<file path="src/rtl/ultrasonic_pkg.sv">
// Shared FSM encoding and 12 MHz default timing for the ultrasonic scanner.
package ultrasonic_pkg;

  typedef enum logic [2:0] {
    ST_IDLE,
    ST_TRIG,
    ST_WAIT_RISE,
    ST_MEASURE,
    ST_DIVIDE,
    ST_PUBLISH,
    ST_COOLDOWN
  } state_t;

  localparam int unsigned DEF_NUM_CH          = 4;
  localparam int unsigned DEF_TRIG_CYCLES     = 120;     // 10 us
  localparam int unsigned DEF_CM_DIVISOR      = 696;     // echo cycles per cm
  localparam int unsigned DEF_TIMEOUT_CYCLES  = 360000;  // 30 ms
  localparam int unsigned DEF_COOLDOWN_CYCLES = 120000;  // 10 ms
  localparam int unsigned DEF_CNT_W           = 24;
  localparam int unsigned DEF_DIST_W          = 16;

  // Timeout sentinel: all ones, truncated to the distance width by the user.
  localparam logic [31:0] TIMEOUT_DIST = 32'hFFFF_FFFF;

endpackage

</file>
<file path="src/rtl/ultrasonic_scanner_divider.sv">
// Restoring unsigned divider, one quotient bit per cycle; done pulses W cycles after start.
module seq_divider #(
  parameter int unsigned W = 24
) (
  input  logic         i_clk,
  input  logic         i_rst,
  input  logic         i_start,
  input  logic [W-1:0] i_dividend,
  input  logic [W-1:0] i_divisor,
  output logic [W-1:0] o_quotient,
  output logic         o_done
);

  localparam int unsigned CW = $clog2(W + 1);

  logic [W-1:0]  r_rem;
  logic [W-1:0]  r_quo;
  logic [W-1:0]  r_div;
  logic [CW-1:0] r_cnt;
  logic          r_done;

  logic [W:0]    w_shift;
  logic [W:0]    w_diff;
  logic          w_ge;

  assign w_shift = {r_rem, r_quo[W-1]};
  assign w_diff  = w_shift - {1'b0, r_div};
  assign w_ge    = (w_shift >= {1'b0, r_div});

  // Shift-subtract iteration; remainder always stays below the divisor so W bits suffice.
  always_ff @(posedge i_clk or posedge i_rst) begin
    if (i_rst) begin
      r_rem  <= '0;
      r_quo  <= '0;
      r_div  <= '0;
      r_cnt  <= '0;
      r_done <= 1'b0;
    end else begin
      r_done <= 1'b0;
      if (i_start) begin
        r_rem <= '0;
        r_quo <= i_dividend;
        r_div <= i_divisor;
        r_cnt <= CW'(W);
      end else if (r_cnt != '0) begin
        r_rem <= w_ge ? W'(w_diff) : W'(w_shift);
        r_quo <= {r_quo[W-2:0], w_ge};
        r_cnt <= r_cnt - CW'(1);
        if (r_cnt == CW'(1)) r_done <= 1'b1;
      end
    end
  end

  assign o_quotient = r_quo;
  assign o_done     = r_done;

endmodule

</file>
<file path="src/rtl/ultrasonic_scanner.sv">
// Round-robin multi-channel ultrasonic ranger with timeout, saturation and per-channel result bank.
module ultrasonic_scanner
  import ultrasonic_pkg::*;
#(
  parameter int unsigned NUM_CH          = DEF_NUM_CH,
  parameter int unsigned TRIG_CYCLES     = DEF_TRIG_CYCLES,
  parameter int unsigned CM_DIVISOR      = DEF_CM_DIVISOR,
  parameter int unsigned TIMEOUT_CYCLES  = DEF_TIMEOUT_CYCLES,
  parameter int unsigned COOLDOWN_CYCLES = DEF_COOLDOWN_CYCLES,
  parameter int unsigned CNT_W           = DEF_CNT_W,
  parameter int unsigned DIST_W          = DEF_DIST_W
) (
  input  logic                       i_hw_clk,
  input  logic                       i_rst,
  input  logic                       i_enable,
  input  logic [NUM_CH-1:0]          i_echo,
  output logic [NUM_CH-1:0]          o_trig,
  output logic [NUM_CH*DIST_W-1:0]   o_ch_dist,
  output logic [NUM_CH-1:0]          o_ch_timeout,
  output logic                       o_res_valid,
  output logic [2:0]                 o_res_ch,
  output logic [DIST_W-1:0]          o_res_dist,
  output logic                       o_busy
);

  localparam int unsigned PTR_W = (NUM_CH > 1) ? $clog2(NUM_CH) : 1;
  localparam logic [DIST_W-1:0] SENTINEL = DIST_W'(TIMEOUT_DIST);

  state_t                     r_state;
  logic [PTR_W-1:0]           r_ptr;
  logic [CNT_W-1:0]           r_cnt;
  logic [NUM_CH-1:0]          r_trig;
  logic [NUM_CH*DIST_W-1:0]   r_ch_dist;
  logic [NUM_CH-1:0]          r_ch_timeout;
  logic                       r_res_valid;
  logic [2:0]                 r_res_ch;
  logic [DIST_W-1:0]          r_res_dist;
  logic                       r_busy;
  logic [DIST_W-1:0]          r_pub_dist;
  logic                       r_pub_to;
  logic                       r_div_start;

  logic [NUM_CH-1:0]          r_sync1;
  logic [NUM_CH-1:0]          r_sync2;
  logic [NUM_CH-1:0]          r_echo_d;

  logic                       w_echo;
  logic                       w_rise;
  logic [PTR_W-1:0]           w_ptr_next;
  logic [CNT_W-1:0]           w_quo;
  logic                       w_div_done;
  logic                       w_sat;
  logic [DIST_W-1:0]          w_dist;

  // Two-stage synchroniser plus one delay stage for edge detection on every channel.
  always_ff @(posedge i_hw_clk or posedge i_rst) begin
    if (i_rst) begin
      r_sync1  <= '0;
      r_sync2  <= '0;
      r_echo_d <= '0;
    end else begin
      r_sync1  <= i_echo;
      r_sync2  <= r_sync1;
      r_echo_d <= r_sync2;
    end
  end

  assign w_echo     = r_sync2[r_ptr];
  assign w_rise     = r_sync2[r_ptr] & ~r_echo_d[r_ptr];
  assign w_ptr_next = (r_ptr == PTR_W'(NUM_CH - 1)) ? '0 : PTR_W'(r_ptr + PTR_W'(1));

  seq_divider #(.W(CNT_W)) u_div (
    .i_clk      (i_hw_clk),
    .i_rst      (i_rst),
    .i_start    (r_div_start),
    .i_dividend (r_cnt),
    .i_divisor  (CNT_W'(CM_DIVISOR)),
    .o_quotient (w_quo),
    .o_done     (w_div_done)
  );

  assign w_sat  = (CNT_W > DIST_W) && ((w_quo >> DIST_W) != '0);
  assign w_dist = w_sat ? '1 : DIST_W'(w_quo);

  // Scan sequencer: trigger, wait for echo, measure, divide, publish, cool down, advance.
  always_ff @(posedge i_hw_clk or posedge i_rst) begin
    if (i_rst) begin
      r_state      <= ST_IDLE;
      r_ptr        <= '0;
      r_cnt        <= '0;
      r_trig       <= '0;
      r_ch_dist    <= '0;
      r_ch_timeout <= '0;
      r_res_valid  <= 1'b0;
      r_res_ch     <= '0;
      r_res_dist   <= '0;
      r_busy       <= 1'b0;
      r_pub_dist   <= '0;
      r_pub_to     <= 1'b0;
      r_div_start  <= 1'b0;
    end else begin
      r_res_valid <= 1'b0;
      r_div_start <= 1'b0;
      case (r_state)
        ST_IDLE: begin
          if (i_enable) begin
            r_state <= ST_TRIG;
            r_trig  <= NUM_CH'(1) << r_ptr;
            r_cnt   <= '0;
            r_busy  <= 1'b1;
          end
        end
        ST_TRIG: begin
          if (r_cnt == CNT_W'(TRIG_CYCLES - 1)) begin
            r_trig  <= '0;
            r_cnt   <= '0;
            r_state <= ST_WAIT_RISE;
          end else begin
            r_cnt <= r_cnt + CNT_W'(1);
          end
        end
        ST_WAIT_RISE: begin
          if (w_rise) begin
            r_cnt   <= CNT_W'(1);
            r_state <= ST_MEASURE;
          end else if (r_cnt == CNT_W'(TIMEOUT_CYCLES - 1)) begin
            r_pub_dist <= SENTINEL;
            r_pub_to   <= 1'b1;
            r_state    <= ST_PUBLISH;
          end else begin
            r_cnt <= r_cnt + CNT_W'(1);
          end
        end
        ST_MEASURE: begin
          // Falling echo leaves the width frozen in r_cnt as the divider's dividend.
          if (!w_echo) begin
            r_div_start <= 1'b1;
            r_state     <= ST_DIVIDE;
          end else if (r_cnt == CNT_W'(TIMEOUT_CYCLES - 1)) begin
            r_pub_dist <= SENTINEL;
            r_pub_to   <= 1'b1;
            r_state    <= ST_PUBLISH;
          end else begin
            r_cnt <= r_cnt + CNT_W'(1);
          end
        end
        ST_DIVIDE: begin
          if (w_div_done) begin
            r_pub_dist <= w_dist;
            r_pub_to   <= 1'b0;
            r_state    <= ST_PUBLISH;
          end
        end
        ST_PUBLISH: begin
          r_ch_dist[r_ptr*DIST_W +: DIST_W] <= r_pub_dist;
          r_ch_timeout[r_ptr]               <= r_pub_to;
          r_res_valid                       <= 1'b1;
          r_res_ch                          <= 3'(r_ptr);
          r_res_dist                        <= r_pub_dist;
          r_cnt                             <= '0;
          r_state                           <= ST_COOLDOWN;
        end
        ST_COOLDOWN: begin
          // Enable is only sampled here, so a started channel always completes.
          if (r_cnt == CNT_W'(COOLDOWN_CYCLES - 1)) begin
            r_ptr <= w_ptr_next;
            r_cnt <= '0;
            if (i_enable) begin
              r_state <= ST_TRIG;
              r_trig  <= NUM_CH'(1) << w_ptr_next;
            end else begin
              r_state <= ST_IDLE;
              r_busy  <= 1'b0;
            end
          end else begin
            r_cnt <= r_cnt + CNT_W'(1);
          end
        end
        default: begin
          r_state <= ST_IDLE;
          r_trig  <= '0;
          r_busy  <= 1'b0;
        end
      endcase
    end
  end

  assign o_trig       = r_trig;
  assign o_ch_dist    = r_ch_dist;
  assign o_ch_timeout = r_ch_timeout;
  assign o_res_valid  = r_res_valid;
  assign o_res_ch     = r_res_ch;
  assign o_res_dist   = r_res_dist;
  assign o_busy       = r_busy;

endmodule
</file>
<file path="config.mk">
export PLATFORM = sky130hd
export DESIGN_NAME = ultrasonic_scanner
export DESIGN_NICKNAME = d
export VERILOG_FILES = /design/src/rtl/ultrasonic_pkg.sv /design/src/rtl/ultrasonic_scanner_divider.sv /design/src/rtl/ultrasonic_scanner.sv
export SDC_FILE = /design/constraint.sdc
export NUM_CORES = 1
export LEC_CHECK = 0
export CAP_MARGIN = 20
export CORE_ASPECT_RATIO = 0.6
export CORE_MARGIN = 1
export CORE_UTILIZATION = 50
export CTS_BUF_LIST = sky130_fd_sc_hd__clkbuf_4
export DETAILED_ROUTE_END_ITERATION = 10
export PLACE_DENSITY = 0.79
export SETUP_SLACK_MARGIN = 0.05
export SLEW_MARGIN = 20
export SYNTH_ARGS = -nofsm -noshare
export SYNTH_HDL_FRONTEND = slang
export SYNTH_SLANG_ARGS = --single-unit
</file>
<file path="constraint.sdc">
create_clock -name i_hw_clk -period 9 [get_ports i_hw_clk]
set_clock_uncertainty 0.15 [all_clocks]
set_input_delay 1.35 -clock i_hw_clk [delete_from_list [all_inputs] [get_ports i_hw_clk]]
set_output_delay 1.35 -clock i_hw_clk [all_outputs]
set_load 0.01 [all_outputs]
</file>
-- Word-level counts from Yosys, hierarchy flattened
Cells that the tools add are included.
- latch bits: 0
- logic and storage cells: 129
- memories kept: 0
- register bits after elaboration: 206
- memory bits (read-only): 0
- bits in writable memories: 0
- bitwise gates (word level): 4
- add/subtract/negate cells: 5
- div/mod/pow operators: 0
- multipliers: 0
- shift operators: 4
- multiplexer cells: 58
- eq/ne operators: 19
- reduce and logical (&&, ||, !) cells: 15
- magnitude comparators: 3
- operator list (kind ; count):
    $mux 24 ; 11
    $pmux 24 s6 ; 1
    $mux 16 ; 5
    $bwmux 64 ; 1
    $shift 16x34->64 const A ; 1
    $shiftx 16x34->64 ; 1
    $pmux 16 s3 ; 1
    $neg 6->34 ; 1
    $ge 25x10->1 ; 1
    $add 24x1->24 const B ; 1
    $eq 24x17->1 const B ; 1
    $eq 24x19->1 const B ; 1
    $eq 24x7->1 const B ; 1
    $reduce_bool 24->1 ; 1
    $sub 24x10->24 ; 1
    $mux 3 ; 7
    $pmux 3 s7 ; 1
    $mux 1 ; 17
    $mux 4 ; 4
    $pmux 4 s4 ; 1
    $ne 2x2->1 const B ; 7
    $reduce_and 4->1 ; 3
    $mux 5 ; 2
    $eq 3x3->1 const B ; 3
    28 further kinds ; 34

-- Depth between registers and ports, before layout
- word-level depth: 6
- depth in mapped cells: 10
- mapped depth without buffers: 9

-- Cells and area by module
Synthesis repeated with hierarchy kept, for this count alone.
- cell total of the unflattened synthesis: 1249
- area, all modules: 11631.2 um^2
- by module, submodules not included (module ; area an instance (um^2) ; cells an instance ; instances):
    ultrasonic_scanner ; 6860.3 ; 716 ; 1
    seq_divider ; 4770.8 ; 533 ; 1

-- Worst setup path after synthesis
Ideal clock, no wire load.
- path kind: reg-to-reg
- from: reg u_div.r_div[3] (netlist name)
- to: reg u_div.r_rem[12]
- setup slack: 5.850 ns
- setup time: 0.099 ns
- path buffers: 0
- arrival: 2.901 ns
- cell stages (with the launch flop): 9
- cell sequence: dfrtp_1 > inv_1 > ha_1 > or4b_1 > or4_1 > o211a_4 > a311o_4 > or4_1 > a311oi_1
- cells in the longest elaborated chain, start to end: 4
- ends and longest elaborated chain (what ; RTL line ; RTL):
    $sub 24x10->24 or $ge 25x10->1 (tied branches) ; ultrasonic_scanner_divider.sv:27, ultrasonic_scanner_divider.sv:28 ;
    $mux 24 (*) ; ultrasonic_scanner_divider.sv:46 ; r_rem <= w_ge ? W'(w_diff) : W'(w_shift);
    $mux 24 (*) ; ultrasonic_scanner_divider.sv:45 ; end else if (r_cnt != '0) begin
    $mux 24 (*) ; ultrasonic_scanner_divider.sv:40 ; if (i_start) begin
    end signal, assigned ; ultrasonic_scanner_divider.sv:46 ;
    end, declared ; ultrasonic_scanner_divider.sv:16 ; logic [W-1:0] r_rem;
Every way passes the cells marked *; elsewhere a longest branch is shown, timed or not. The select of a mux whose other input is x is not followed.
A chain may end at the register's enable or synchronous reset.

-- Worst setup path in the final report
- from: reg r_state[0]
- to: reg r_ch_dist[51], in the netlist o_ch_dist[51]
- cells in the longest elaborated chain, start to end: 1
- ends and longest elaborated chain (what ; RTL line ; RTL):
    start, declared ; ultrasonic_scanner.sv:29 ; state_t r_state;
    start signal, assigned ; ultrasonic_scanner.sv:88 ; r_state <= ST_IDLE;
    start signal, assigned ; ultrasonic_scanner.sv:107 ; r_state <= ST_TRIG;
    start signal, assigned ; ultrasonic_scanner.sv:117 ; r_state <= ST_WAIT_RISE;
    $eq 3x3->1 ; ultrasonic_scanner.sv:104 ; case (r_state)
    end signal, assigned by index ; ultrasonic_scanner.sv:155 ; r_ch_dist[r_ptr*DIST_W +: DIST_W] <= r_pub_dist;
    end, declared ; ultrasonic_scanner.sv:33 ; logic [NUM_CH*DIST_W-1:0] r_ch_dist;
Every way passes these cells.

==> results.md <==
Clock tree:
- The master cell of the clock root buffer is sky130_fd_sc_hd__clkbuf_4.
- The CTS tree is yes.
- The worst-case clock buffer depth is 3.
- The CTS sink count is 206.
- The later-pin clock latency in the skew report is 650 ps.
- In this run the number of H-tree levels came out at 2.
- The number of hold buffers added after cts is 0.
- The clock transition time at the flip-flop clock pins of the worst setup and hold paths is about 70 ps.
- Buffers added to address setup during post-CTS repair amount to 0.
- Once the clock tree was built, the resizer swapped 0 gates to a different size.
- The number of CTS-inserted buffers is between 40 and 50.

Timing:
- Of the available clock period, the critical path in the final layout requires 0.405.
- For this run, the top clock speed supported by timing is 274 MHz.
- Setup repair after global routing left no endpoint under its margin.
- The final critical path time including I/O delays and setup is 3650 ps.
- The count of pins over their slew limit is 0.
- The count of endpoints failing setup in the final report is 0.
- The smallest setup slack after layout is 5350 ps.
- The final hold violation count is 0.
- In this run the tightest slew margin relative to its limit is 0.283.
- In the final timing run, aggregate negative setup slack is 0 ps.
- At the pin with the least slew margin, the transition time is 1070 ps.

Route:
- Using the TritonRoute via totals, the vias-per-cell ratio works out to 5.66.
- Dividing the detail-routed wire length by the instance count gives 16.8 um.
- Across all layers, the routed design uses 8097 vias.
- After detailed routing, the number of remaining DRC violations is 0.
- The antenna violation net count after detailed routing is 0.
- The count of routing violations after the opening detailed-route iteration is 657.
- The count of TritonRoute iterations in the first routing pass is 5.
- The final routed wirelength across all metal layers is 24100 um.

Global route:
- The largest net degree at the start of global routing is 130.
- The via count of the first global-routing pass came to 7745.
- The final global-route overflow total is 0.
- The first global-routing pass estimated ~40000 um of wire.
- For this run, the total global-route usage over all layers was measured as 0.252.
- The initial antenna violation count is 0.

Worst setup path:
- The data required time of the critical path is around 9300 ps.
- By startpoint and endpoint, the worst setup path is classified as reg2reg.
- The worst setup path is launched from a flip-flop.
- The worst setup path is captured at a flip-flop.
- STA puts the critical path data arrival time at between 3000 and 4000 ps.
- The maximum fanout along the worst path is 32.
- The reg2reg setup slack is between 5000 and 6000 ps.
- Counting cells, the worst reg-to-reg path comes to 8.

Worst hold path:
- The worst hold path belongs to the class reg2reg.
- The worst hold path was traced through 0 stages.

Yosys:
- The most instantiated flip-flop cell in the synthesis netlist is sky130_fd_sc_hd__dfrtp_1.
- The share of synthesized area in the top cell type comes to 0.528.
- After synthesis, the share of flip-flops with an asynchronous set or reset is 1.00.
- For this run, the register share of the synthesized area comes to 0.528.
- In the post-synthesis netlist, the biggest area contributors are sky130_fd_sc_hd__dfrtp_1 53%, sky130_fd_sc_hd__nand2_1 9.4%, sky130_fd_sc_hd__o21ai_0 6.4%.
- During synthesis, Yosys emitted a total of 0 warnings.
- sky130_fd_sc_hd__dfrtp_1 takes more of the synthesized area than any other cell.
- The number of nets produced by synthesis is 1058.
- The number of synthesized flops with an enable pin is 0.
- The flip-flop and latch count after synthesis is between 200 and 250.
- The average cell area after synthesis is approximately 9.4 um^2.
- Summing every instance area after synthesis gives 9760 um^2.
- The number of distinct standard cells referenced by the synthesized netlist is 66.
- The synthesized instance count is 1033.

Power:
- The worst supply voltage drop on vdd is 0.289 mV.
- The power density over the cells is 289 nW/um^2.
- The overall power after layout is 0.00334 W.
- The leakage power summed over all cells is 4.93 nW.

Floorplan:
- The core region is 19100 um^2.
- The floorplan has 39 rows.
- For this configuration, the core starts out at a cell density of 0.511.
- The floorplan die width is 182 um.
- Measured along the y axis, the die boundary spans 110 um.
- During I/O placement, the number of pins put on the boundary was 100.
- The floorplan step defined a die boundary enclosing 20100 um^2.

Placed design:
- The last weighted congestion value of the routability-driven placer is slightly above 0.9.
- Once placement finished, the instance area stood at 11000 um^2.
- The count of buffers added on input and output ports is 98.
- Detailed placement finished with a half-perimeter wire length of 16000 um.
- Timing analysis after detailed placement gives a worst setup slack of 5030 ps.

Finish:
- The finished layout cell area is 11600 um^2.
- The total number of nets in the final design is 1160.
- The fraction of the core area covered by cells at the end of the flow is 0.606.
- The number of antenna repair diodes is 0.
- The share of post-route cells with drive strength above 1 is 0.102.
- In the layout the commonest cells are 245 x sky130_fd_sc_hd__nand2_1, 205 x sky130_fd_sc_hd__dfrtp_1, 124 x sky130_fd_sc_hd__o21ai_0.
- The library cell used most frequently in the layout, excluding fill and tap cells, is sky130_fd_sc_hd__nand2_1.
- The signed area change from the synthesized netlist to the final layout is 18.5%.
- The number of inserted filler cells in the final layout is 1596.

Run status:
- The flow ran to the end, and the final reports show no timing, DRC or antenna violations.

Job:
- The number of maximum-capacitance constraint violations is 0.
-- state kept, by name, summed over array words and instances (netlist names), 2 cells and up --
signal            count
r_cnt                24
o_trig                4
u_div.o_quotient     24
o_res_dist           16
r_ptr                 2
r_sync1               4
u_div.r_rem          24
o_ch_timeout          4
o_res_ch              2
u_div.r_cnt           5
r_state               3
r_echo_d              4
r_sync2               4
o_ch_dist            64
r_pub_dist           16
-- stage by stage --
step                      cells  hold WS, ps
after floorplan            1033          181
after global placement     1350          184
after detailed placement   1350          192
after CTS                  1431          206
after global routing       1431          222
final                      1431          205
-- path summary, 6_finish.rpt --
path	start	end
worst max-delay path	r_state[0]	o_ch_dist[51]
min in group asynchronous	i_rst	r_pub_dist[0]
worst max register to register	r_state[0]	o_ch_dist[51]
worst min-delay path	r_sync1[3]	r_sync2[3]
max in group asynchronous	i_rst	o_ch_dist[42]
worst min register to register	r_sync1[3]	r_sync2[3]
-- kinds of logic (layout without fill, tap and decap cells) --
logic type / Yosys count / count (layout) / share of synthesized area
buffers and inverters: 82 / 214 / 0.0319
DFF: 206 / 206 / 0.528
AOI/OAI and AO/OA: 253 / 253 / 0.167
muxes: 38 / 38 / 0.0430
adders and majority gates: 18 / 18 / 0.0239
and+or+nand+nor: 421 / 421 / 0.193
other: 1 / 1 / 0.000384
xor gates and xnor gates: 14 / 14 / 0.0126
-- area by class of cell --
| class | instances | area, um^2 | share of cell area |
|---|---|---|---|
| Clock inverter | 12 | 76.3 | 0.00660 |
| Clock buffer | 69 | 518 | 0.0448 |
| Sequential cell | 206 | 5160 | 0.446 |
| Tap cell | 266 | 333 | 0.0288 |
| Multi-Input combinational cell | 745 | 4310 | 0.373 |
| Timing Repair Buffer | 110 | 1070 | 0.0927 |
| Inverter | 23 | 93.8 | 0.00812 |
-- worst max-delay path, stage by stage, from the launching register on --
cell and delay [ps]:
sky130_fd_sc_hd__dfrtp_1 630, sky130_fd_sc_hd__inv_1 290, sky130_fd_sc_hd__nor2_1 240, sky130_fd_sc_hd__nand2_1 540
sky130_fd_sc_hd__inv_1 390, sky130_fd_sc_hd__buf_4 300, sky130_fd_sc_hd__nand2_1 600, sky130_fd_sc_hd__nand2_1 230
sky130_fd_sc_hd__o21ai_0 120
-- cells in the mapped netlist, types with 8 or more instances --
cell	instances
sky130_fd_sc_hd__nand3_1	13
sky130_fd_sc_hd__a21o_1	8
sky130_fd_sc_hd__o22a_1	12
sky130_fd_sc_hd__mux2_2	11
sky130_fd_sc_hd__a21oi_1	19
sky130_fd_sc_hd__nand2_1	245
sky130_fd_sc_hd__nor2_1	67
sky130_fd_sc_hd__nand2b_1	9
sky130_fd_sc_hd__nor3_1	16
sky130_fd_sc_hd__inv_1	23
sky130_fd_sc_hd__a211oi_1	18
sky130_fd_sc_hd__nor4_1	9
sky130_fd_sc_hd__ha_1	17
sky130_fd_sc_hd__o31ai_1	9
sky130_fd_sc_hd__mux2i_1	25
sky130_fd_sc_hd__o21ai_0	124
sky130_fd_sc_hd__nand4_1	9
sky130_fd_sc_hd__dfrtp_1	206
sky130_fd_sc_hd__clkbuf_1	58
-- power breakdown --
| part | switching, W | leakage, nW | internal, W |
|---|---|---|---|
| registers | 0.000275 | 2.72 | 0.00117 |
| clock network | 0.000369 | 0.351 | 0.000379 |
| logic | 0.000630 | 1.86 | 0.000524 |
-- per-layer routing --
layer / global-route usage / up-vias / share of wire
li1: - / 3855 / -
met1: 0.381 / 3889 / 0.48
met2: 0.358 / 326 / 0.42
met3: 0.0710 / 27 / 0.090
met4: 0.0552 / 0 / 0.0095
met5: 0 / - / 0
(Power assumes the default switching activity.)
